===== config.mk =====
export PLATFORM = sky130hd
export DESIGN_NAME = multimode_ff_bank
export DESIGN_NICKNAME = d
export VERILOG_FILES = /design/src/rtl/ff_pkg.sv /design/src/rtl/ff_next_bit.sv /design/src/rtl/multimode_ff_bank.sv
export SDC_FILE = /design/constraint.sdc
export NUM_CORES = 1
export LEC_CHECK = 0
export ABC_AREA = 1
export BUFFER_PORTS_ARGS = -buffer_cell sky130_fd_sc_hd__buf_2
export CAP_MARGIN = 20
export CORE_MARGIN = 2
export CORE_UTILIZATION = 40
export DETAILED_ROUTE_END_ITERATION = 12
export GPL_TIMING_DRIVEN = 0
export SYNTH_ARGS = -nofsm -noshare
export SYNTH_HDL_FRONTEND = slang
export SYNTH_SLANG_ARGS = --single-unit

===== constraint.sdc =====
create_clock -name clk -period 2.7 [get_ports clk]
set_input_delay 0.135 -clock clk [delete_from_list [all_inputs] [get_ports clk]]
set_output_delay 0.135 -clock clk [all_outputs]
set_load 0.01 [all_outputs]

===== src/rtl/ff_pkg.sv =====
// Shared encodings for the multimode flip-flop bank: operating modes and
// the action taken on an SR illegal input (S=R=1).
package ff_pkg;

    typedef enum logic [1:0] {
        MODE_SR = 2'b00,
        MODE_JK = 2'b01,
        MODE_D  = 2'b10,
        MODE_T  = 2'b11
    } mode_e;

    localparam int POL_HOLD = 0;
    localparam int POL_SET  = 1;
    localparam int POL_RST  = 2;
    localparam int POL_TOG  = 3;

endpackage


===== src/rtl/ff_next_bit.sv =====
// Combinational next-state and SR-conflict function for one bank bit.
module ff_next_bit
    import ff_pkg::*;
#(
    parameter int SR_POLICY = POL_HOLD
) (
    input  mode_e mode,
    input  logic  en,
    input  logic  a,
    input  logic  b,
    input  logic  q,
    output logic  q_nxt,
    output logic  conflict
);

    always_comb begin
        q_nxt    = q;
        conflict = 1'b0;
        if (en) begin
            case (mode)
                MODE_SR: begin
                    case ({a, b})
                        2'b01:   q_nxt = 1'b0;
                        2'b10:   q_nxt = 1'b1;
                        2'b11: begin
                            conflict = 1'b1;
                            case (SR_POLICY)
                                POL_SET: q_nxt = 1'b1;
                                POL_RST: q_nxt = 1'b0;
                                POL_TOG: q_nxt = ~q;
                                default: q_nxt = q;
                            endcase
                        end
                        default: q_nxt = q;
                    endcase
                end
                MODE_JK: begin
                    case ({a, b})
                        2'b01:   q_nxt = 1'b0;
                        2'b10:   q_nxt = 1'b1;
                        2'b11:   q_nxt = ~q;
                        default: q_nxt = q;
                    endcase
                end
                MODE_D:  q_nxt = a;
                MODE_T:  q_nxt = a ? ~q : q;
                default: q_nxt = q;
            endcase
        end
    end

endmodule


===== src/rtl/multimode_ff_bank.sv =====
// WIDTH-bit register bank; every bit acts as an SR/JK/D/T flip-flop chosen
// by a shared mode register, with sticky SR-conflict flags and a counter.
module multimode_ff_bank
    import ff_pkg::*;
#(
    parameter int               WIDTH     = 8,
    parameter int               SR_POLICY = POL_HOLD,
    parameter int               CNT_W     = 8,
    parameter logic [WIDTH-1:0] RST_VAL   = '0
) (
    input  logic             clk,
    input  logic             rst,
    input  logic             mode_ld,
    input  logic [1:0]       mode_in,
    input  logic [WIDTH-1:0] en,
    input  logic [WIDTH-1:0] a,
    input  logic [WIDTH-1:0] b,
    input  logic             conflict_clr,
    output logic [WIDTH-1:0] q,
    output logic [WIDTH-1:0] qn,
    output logic [WIDTH-1:0] changed,
    output logic [WIDTH-1:0] conflict,
    output logic [CNT_W-1:0] conflict_cnt,
    output logic [1:0]       mode
);

    localparam logic [CNT_W-1:0] CNT_MAX = '1;
    localparam logic [CNT_W-1:0] CNT_ONE = CNT_W'(1);

    mode_e            mode_r;
    logic [WIDTH-1:0] q_nxt;
    logic [WIDTH-1:0] conf_vec;
    logic             conf_any;

    assign mode     = mode_r;
    assign conf_any = |conf_vec;

    // A mode-load cycle freezes every bit and suppresses detection,
    // so it is folded into the per-bit enable.
    for (genvar i = 0; i < WIDTH; i++) begin : g_bit
        ff_next_bit #(
            .SR_POLICY(SR_POLICY)
        ) u_bit (
            .mode    (mode_r),
            .en      (en[i] & ~mode_ld),
            .a       (a[i]),
            .b       (b[i]),
            .q       (q[i]),
            .q_nxt   (q_nxt[i]),
            .conflict(conf_vec[i])
        );
    end

    always_ff @(posedge clk) begin
        if (rst) begin
            q            <= RST_VAL;
            qn           <= ~RST_VAL;
            changed      <= '0;
            conflict     <= '0;
            conflict_cnt <= '0;
            mode_r       <= MODE_SR;
        end else begin
            q       <= q_nxt;
            qn      <= ~q_nxt;
            changed <= q_nxt ^ q;
            if (mode_ld)
                mode_r <= mode_e'(mode_in);
            // A fresh conflict in the clearing cycle survives the clear.
            if (conflict_clr) begin
                conflict     <= conf_vec;
                conflict_cnt <= conf_any ? CNT_ONE : '0;
            end else begin
                conflict <= conflict | conf_vec;
                if (conf_any && conflict_cnt != CNT_MAX)
                    conflict_cnt <= conflict_cnt + CNT_ONE;
            end
        end
    end

endmodule


==> results.json, run 1 <==
{
  "wire_per_inst_um": 11.6,
  "startpoint": "mode[0]",
  "ys_seq_area_share_pct": 35.1,
  "cts-resized-gates": 0,
  "num_antenna_cells": 0,
  "swShare_pct": 29.6,
  "cts-buffers-inserted": 5,
  "grt_pass1_vias": 2117,
  "period_share_pct": 61.3,
  "ys_seq_elements": 42,
  "ys_types": 23,
  "path_class": "flop to flop",
  "num-nets-final": 477,
  "cts_setup_buffers": 0,
  "required_ps": 2900,
  "synth_fp_nets": 400,
  "async_flop_share_pct": 0,
  "clockPowerShare_pct": 31.0,
  "endpoint_kind": "flop",
  "ys.flop_type": "dfxtp_1",
  "synth_edf_count": 0,
  "worstRegToRegCells": 8,
  "gr-total-overflow": 0,
  "rsz0062_at_grt": "no",
  "cp_slowest_stage_delay_ps": 430,
  "grt_pass1_wl_um": 9520,
  "hold_buffers": 0,
  "netlist_area_um2": 2390,
  "timing.critical_path.cells": "inv_1 -> nor2_4 -> nand3_1 -> nand3_1 -> nand3_1 -> o21a_1 -> nor2_1 -> inv_1",
  "clockBufferDepth": 2,
  "pin_count": 72,
  "start_kind": "flop",
  "r2r-start": "mode[0]",
  "synthCells": 353,
  "avgSynthCellArea_um2": 6.78,
  "initialDrtViolationCount": 61,
  "reg2reg_slack_ps": 1040,
  "area_delta_synth_final_pct": 22.4,
  "die_w_um": 81.4,
  "start_util_pct": 40.9,
  "die_h_um": 81.4,
  "hpwl_um": 4380,
  "post-route-drc-count": 0,
  "crit_family": "simple AND/OR/NAND/NOR gates",
  "crit_fanout": 10,
  "setup_viol": 0,
  "max_freq_ghz": 0.604,
  "fin_crit_ps": 1660,
  "clock-sinks": 42,
  "crit_end": "qn[0]",
  "num_rows": 28,
  "skew_ps": 6.00,
  "final_hold_viol_count": 0,
  "num_vias": 2360,
  "grt.total_usage_pct": 18.8,
  "yosysWarnings": 0,
  "slowest_stage": "dfxtp_1",
  "slew_violations": 0,
  "crit_buf_inv": 2,
  "hold_class": "input port to flop",
  "r2r_end": "qn[0]",
  "tritoncts": "built",
  "first_pass_iters": 4,
  "viasPerCell": 4.66,
  "power_leakage_nw": 1.57,
  "drt-total-wl_um": 5870,
  "status": "finished, final reports clean",
  "p_seq_share_pct": 48.5,
  "antenna_left": 0,
  "antenna_found_initial": 0,
  "p_sw_mw": 0.409,
  "h-tree-depth": 2,
  "crit_arrival_ps": 1850,
  "crit_top_cell": "nand3_1",
  "path_clk_slew_ps": 80,
  "power.density_nw_per_um2": 471,
  "die_area_um2": 6620,
  "fp.coreArea_um2": 5850,
  "vdd_drop_max_v": 0.000197,
  "grt_max_degree": 13,
  "tns_ps": 0,
  "crit_cells": 8,
  "worstSkewPairLatency_ps": 300,
  "place_congestion": 0.791,
  "worstMarginPinSlew_ps": 637,
  "internal-power_mw": 0.971,
  "power_frac_comb_pct": 20.5,
  "min_from": "rst",
  "design_power_total_mw": 1.38,
  "cts-root-buf": "clkbuf_8",
  "drive_above_1_share_pct": 23.7,
  "relSlewSlack_pct": 57.5,
  "portBuffers": 70,
  "drv_cap": 0
}
-- layout make-up --
type,instances,area [um2]
buffer,14,106
clock buffer,7,86.3
clock inverter,1,5.00
fill,603,2920
inverter,54,203
multi-input combinational,243,1240
sequential,42,841
tap,75,93.8
timing repair buffer,70,350
-- synth_stat cells (3+ instances only) --
master | number | area (um2)
nand2_1 | 81 | 304
inv_1 | 54 | 203
nand3_1 | 43 | 215
dfxtp_1 | 42 | 841
nor2_1 | 38 | 143
o21ai_0 | 33 | 165
ha_1 | 17 | 213
a21oi_1 | 10 | 50.1
buf_4 | 8 | 60.1
buf_6 | 3 | 33.8
nand2_2 | 3 | 18.8
nand3_2 | 3 | 30.0
nor2_2 | 3 | 18.8
o21a_1 | 3 | 22.5
-- registers in the layout, indices dropped and copies added (netlist names) --
register,flops
changed,8
conflict,8
conflict_cnt,8
q,8
qn,8
mode,2
-- kinds of logic after synthesis --
group	Yosys count	share of synthesized area [%]
adders and majority gates	17	8.88
DFF	42	35.1
AOI/OAI and AO/OA	48	10.4
buffers and inverters	68	12.9
and+or+nand+nor	178	32.7
-- layer usage --
metal | share of wire [%] | global-route usage, %
met1 | 46 | 23.1
met4 | 1.1 | 5.08
met5 | 0 | 0
met3 | 6.8 | 4.89
met2 | 46 | 32.4
-- placed cells by master (no fill, tap or decap) --
| master | netlist | layout |
|---|---|---|
| o21a_1 | 3 | 3 |
| buf_4 | 8 | 8 |
| nor2_4 | 2 | 2 |
| nand3_1 | 43 | 43 |
| nand3b_1 | 1 | 1 |
| a21oi_1 | 10 | 10 |
| nor2_2 | 3 | 3 |
| nor3_1 | 1 | 1 |
| buf_2 | 1 | 71 |
| clkbuf_8 | 0 | 6 |
| nand2_1 | 81 | 81 |
| nor2_1 | 38 | 38 |
| dfxtp_1 | 42 | 42 |
| nand3_2 | 3 | 3 |
| nand4_1 | 1 | 1 |
| o21ai_0 | 33 | 33 |
| clkinv_2 | 0 | 1 |
| or2_2 | 2 | 2 |
| inv_1 | 54 | 54 |
| o21ai_1 | 1 | 1 |
| nand2_2 | 3 | 3 |
| buf_6 | 3 | 3 |
| ha_1 | 17 | 17 |
| o22ai_1 | 1 | 1 |
| clkbuf_1 | 2 | 3 |
-- worst min-delay path by stage --
| stage | endpoint | slack (ps) | cells past startpoint |
|---|---|---|---|
| 6_report | q[7] | 70 | 2 |
| 5_1_grt | q[7] | 70 | 2 |
| 4_1_cts | q[7] | 70 | 2 |
| 3_5_place_dp | q[7] | 390 | 2 |
| 3_3_place_gp | q[7] | 370 | 2 |
| 2_1_floorplan | q[7] | 220 | 1 |
-- stage by stage --
stage	std cells	hold WS, ps	worst slack (ps)	util [%]	instance area, um2
6_report	506	71.3	1040	50.1	2930
5_1_grt	506	72.6	893	50.1	2930
4_1_cts	506	72.0	1010	50.1	2930
3_5_place_dp	498	386	1030	48.5	2840
3_3_place_gp	498	369	1070	48.5	2840
2_1_floorplan	353	219	1280	-	2390
-- power by group through the flow --
stage | logic (mW) | clock network, mW | registers, mW
finish | 0.283 | 0.427 | 0.669
global route | 0.325 | 0.465 | 0.673
CTS | 0.287 | 0.442 | 0.669
detailed placement | 0.286 | 0 | 0.683
global placement | 0.280 | 0 | 0.683
floorplan | 0.172 | 0 | 0.693
Note: power is estimated with default switching activity, not from simulation.
==> run 2: changes to the inputs <==
==> constraint.sdc (replaced) <==
create_clock -name clk -period 1.72 [get_ports clk]
set_input_delay 0.086 -clock clk [delete_from_list [all_inputs] [get_ports clk]]
set_output_delay 0.086 -clock clk [all_outputs]
set_load 0.01 [all_outputs]
==> run 2 against run 1 <==
Net effect:
- combinational power up 63%
- fmax up 5.0%
- clock power up 57%
- largest power group unchanged
- highest routed layer unchanged
==> results.json, run 2 (synthesized netlist as in run 1, its figures left out) <==
{
  "cts-root-buf": "clkbuf_8",
  "grt_max_degree": 13,
  "layout_setup_ws_ps": 143,
  "grt.total_usage_pct": 18.8,
  "wire_per_inst_um": 11.6,
  "period_share_pct": 91.7,
  "start_util_pct": 40.9,
  "place_area_um2": 2840,
  "pre_cts_ws_ps": 51.3,
  "path_class": "flop to flop",
  "die_w_um": 81.4,
  "worstRegToRegCells": 9,
  "met3_length_um": 414,
  "num-nets-final": 482,
  "path_clk_slew_ps": 80,
  "die_area_um2": 6620,
  "endpoint_kind": "flop",
  "crit_fanout": 8,
  "start_kind": "flop",
  "clockBufferDepth": 2,
  "grt_pass1_vias": 2117,
  "pin_count": 72,
  "post-route-drc-count": 0,
  "hold_class": "input port to flop",
  "dr.max_layer_used": "met4",
  "tritoncts": "built",
  "grt_pass1_wl_um": 9520,
  "worstSkewPairLatency_ps": 300,
  "drive_above_1_share_pct": 25.2,
  "crit_arrival_ps": 1740,
  "vdd_drop_max_v": 0.000309,
  "antenna_left": 0,
  "num_rows": 28,
  "tns_ps": 0,
  "power.density_nw_per_um2": 734,
  "clock-sinks": 42,
  "num-fill-cells": 593,
  "required_ps": 1880,
  "route.met2.wl_um": 2790,
  "worstMarginPinSlew_ps": 635,
  "hold_buffers": 0,
  "h-tree-depth": 2,
  "rsz0062_at_grt": "no",
  "stdcell_area_um2": 2970,
  "max_freq_ghz": 0.634,
  "final_hold_viol_count": 0,
  "setup_viol": 0,
  "skew_ps": 4.91,
  "antenna_found_initial": 0,
  "die_h_um": 81.4,
  "final_common_cell": "nand2_1",
  "viasPerCell": 4.61,
  "initialDrtViolationCount": 86,
  "area_delta_synth_final_pct": 24.2,
  "wl_met1_um": 2690,
  "status": "finished, final reports clean",
  "power_leakage_nw": 1.59,
  "fin_crit_ps": 1580,
  "place_congestion": 0.791,
  "num_antenna_cells": 0,
  "num_vias": 2358,
  "cts-buffers-inserted": 5,
  "fp.coreArea_um2": 5850,
  "portBuffers": 70,
  "slew_violations": 0,
  "drv_cap": 0,
  "holdPathStages": 2,
  "hpwl_um": 4380,
  "drt-total-wl_um": 5950,
  "layout_common_cells": "nand2_1 (81), buf_2 (71), inv_1 (53), nand3_1 (43), dfxtp_1 (40)",
  "first_pass_iters": 4,
  "relSlewSlack_pct": 57.7,
  "gr-total-overflow": 0
}
[run 2: worst paths after layout]
kind / start / end / slack [ps]
hold / removal: rst / q[7] / 20
hold reg to reg: conflict[5] / conflict[5] / 470
setup / recovery: mode[0] / qn[6] / 140
setup reg to reg: mode[0] / qn[6] / 140
[run 2: report_power, final]
group          total (mW)  switching (mW)  internal [mW]
logic               0.461           0.268          0.192
clock network       0.672           0.347          0.324
registers            1.05          0.0310           1.02
total                2.18           0.647           1.54
[run 2: metrics by stage]
| step | hold slack (ps) | std cells | util, % | total power [mW] |
|---|---|---|---|---|
| floorplan | 170 | 353 | - | 1.36 |
| global placement | 320 | 498 | 48.5 | 1.51 |
| detailed placement | 337 | 498 | 48.5 | 1.52 |
| CTS | 23.0 | 506 | 50.1 | 2.19 |
| global route | 23.6 | 511 | 50.8 | 2.31 |
| finish | 23.9 | 511 | 50.8 | 2.18 |
[run 2: area by class of cell]
type                       instances  area [um2]  share of cell area (%)
sequential                        42         843                    28.4
inverter                          54         206                    6.94
timing repair buffer              75         388                    13.0
tap                               75        93.8                    3.16
buffer                            14         106                    3.58
multi-input combinational        243        1240                    41.9
clock buffer                       7        86.3                    2.90
clock inverter                     1        5.00                   0.168
[run 2: layer usage]
metal	up-vias	global-route usage, %
li1	1265	-
met1	1028	23.1
met2	59	32.4
met3	6	4.89
met4	0	5.08
met5	-	0
[run 2: critical path: stages (launching register included)]
cell	delay, ps
dfxtp_2	400
clkinvlp_4	160
nor2_4	270
nand2_1	80
o21ai_0	80
nand2_1	80
nand2_1	70
nand3_1	80
o21ai_0	130
nand2_1	100
[run 2: repair_timing]
action | in CTS | in global routing
buffers inserted | 0 | 5
gates resized for setup | 0 | 3
setup endpoints to repair | 0 | 19
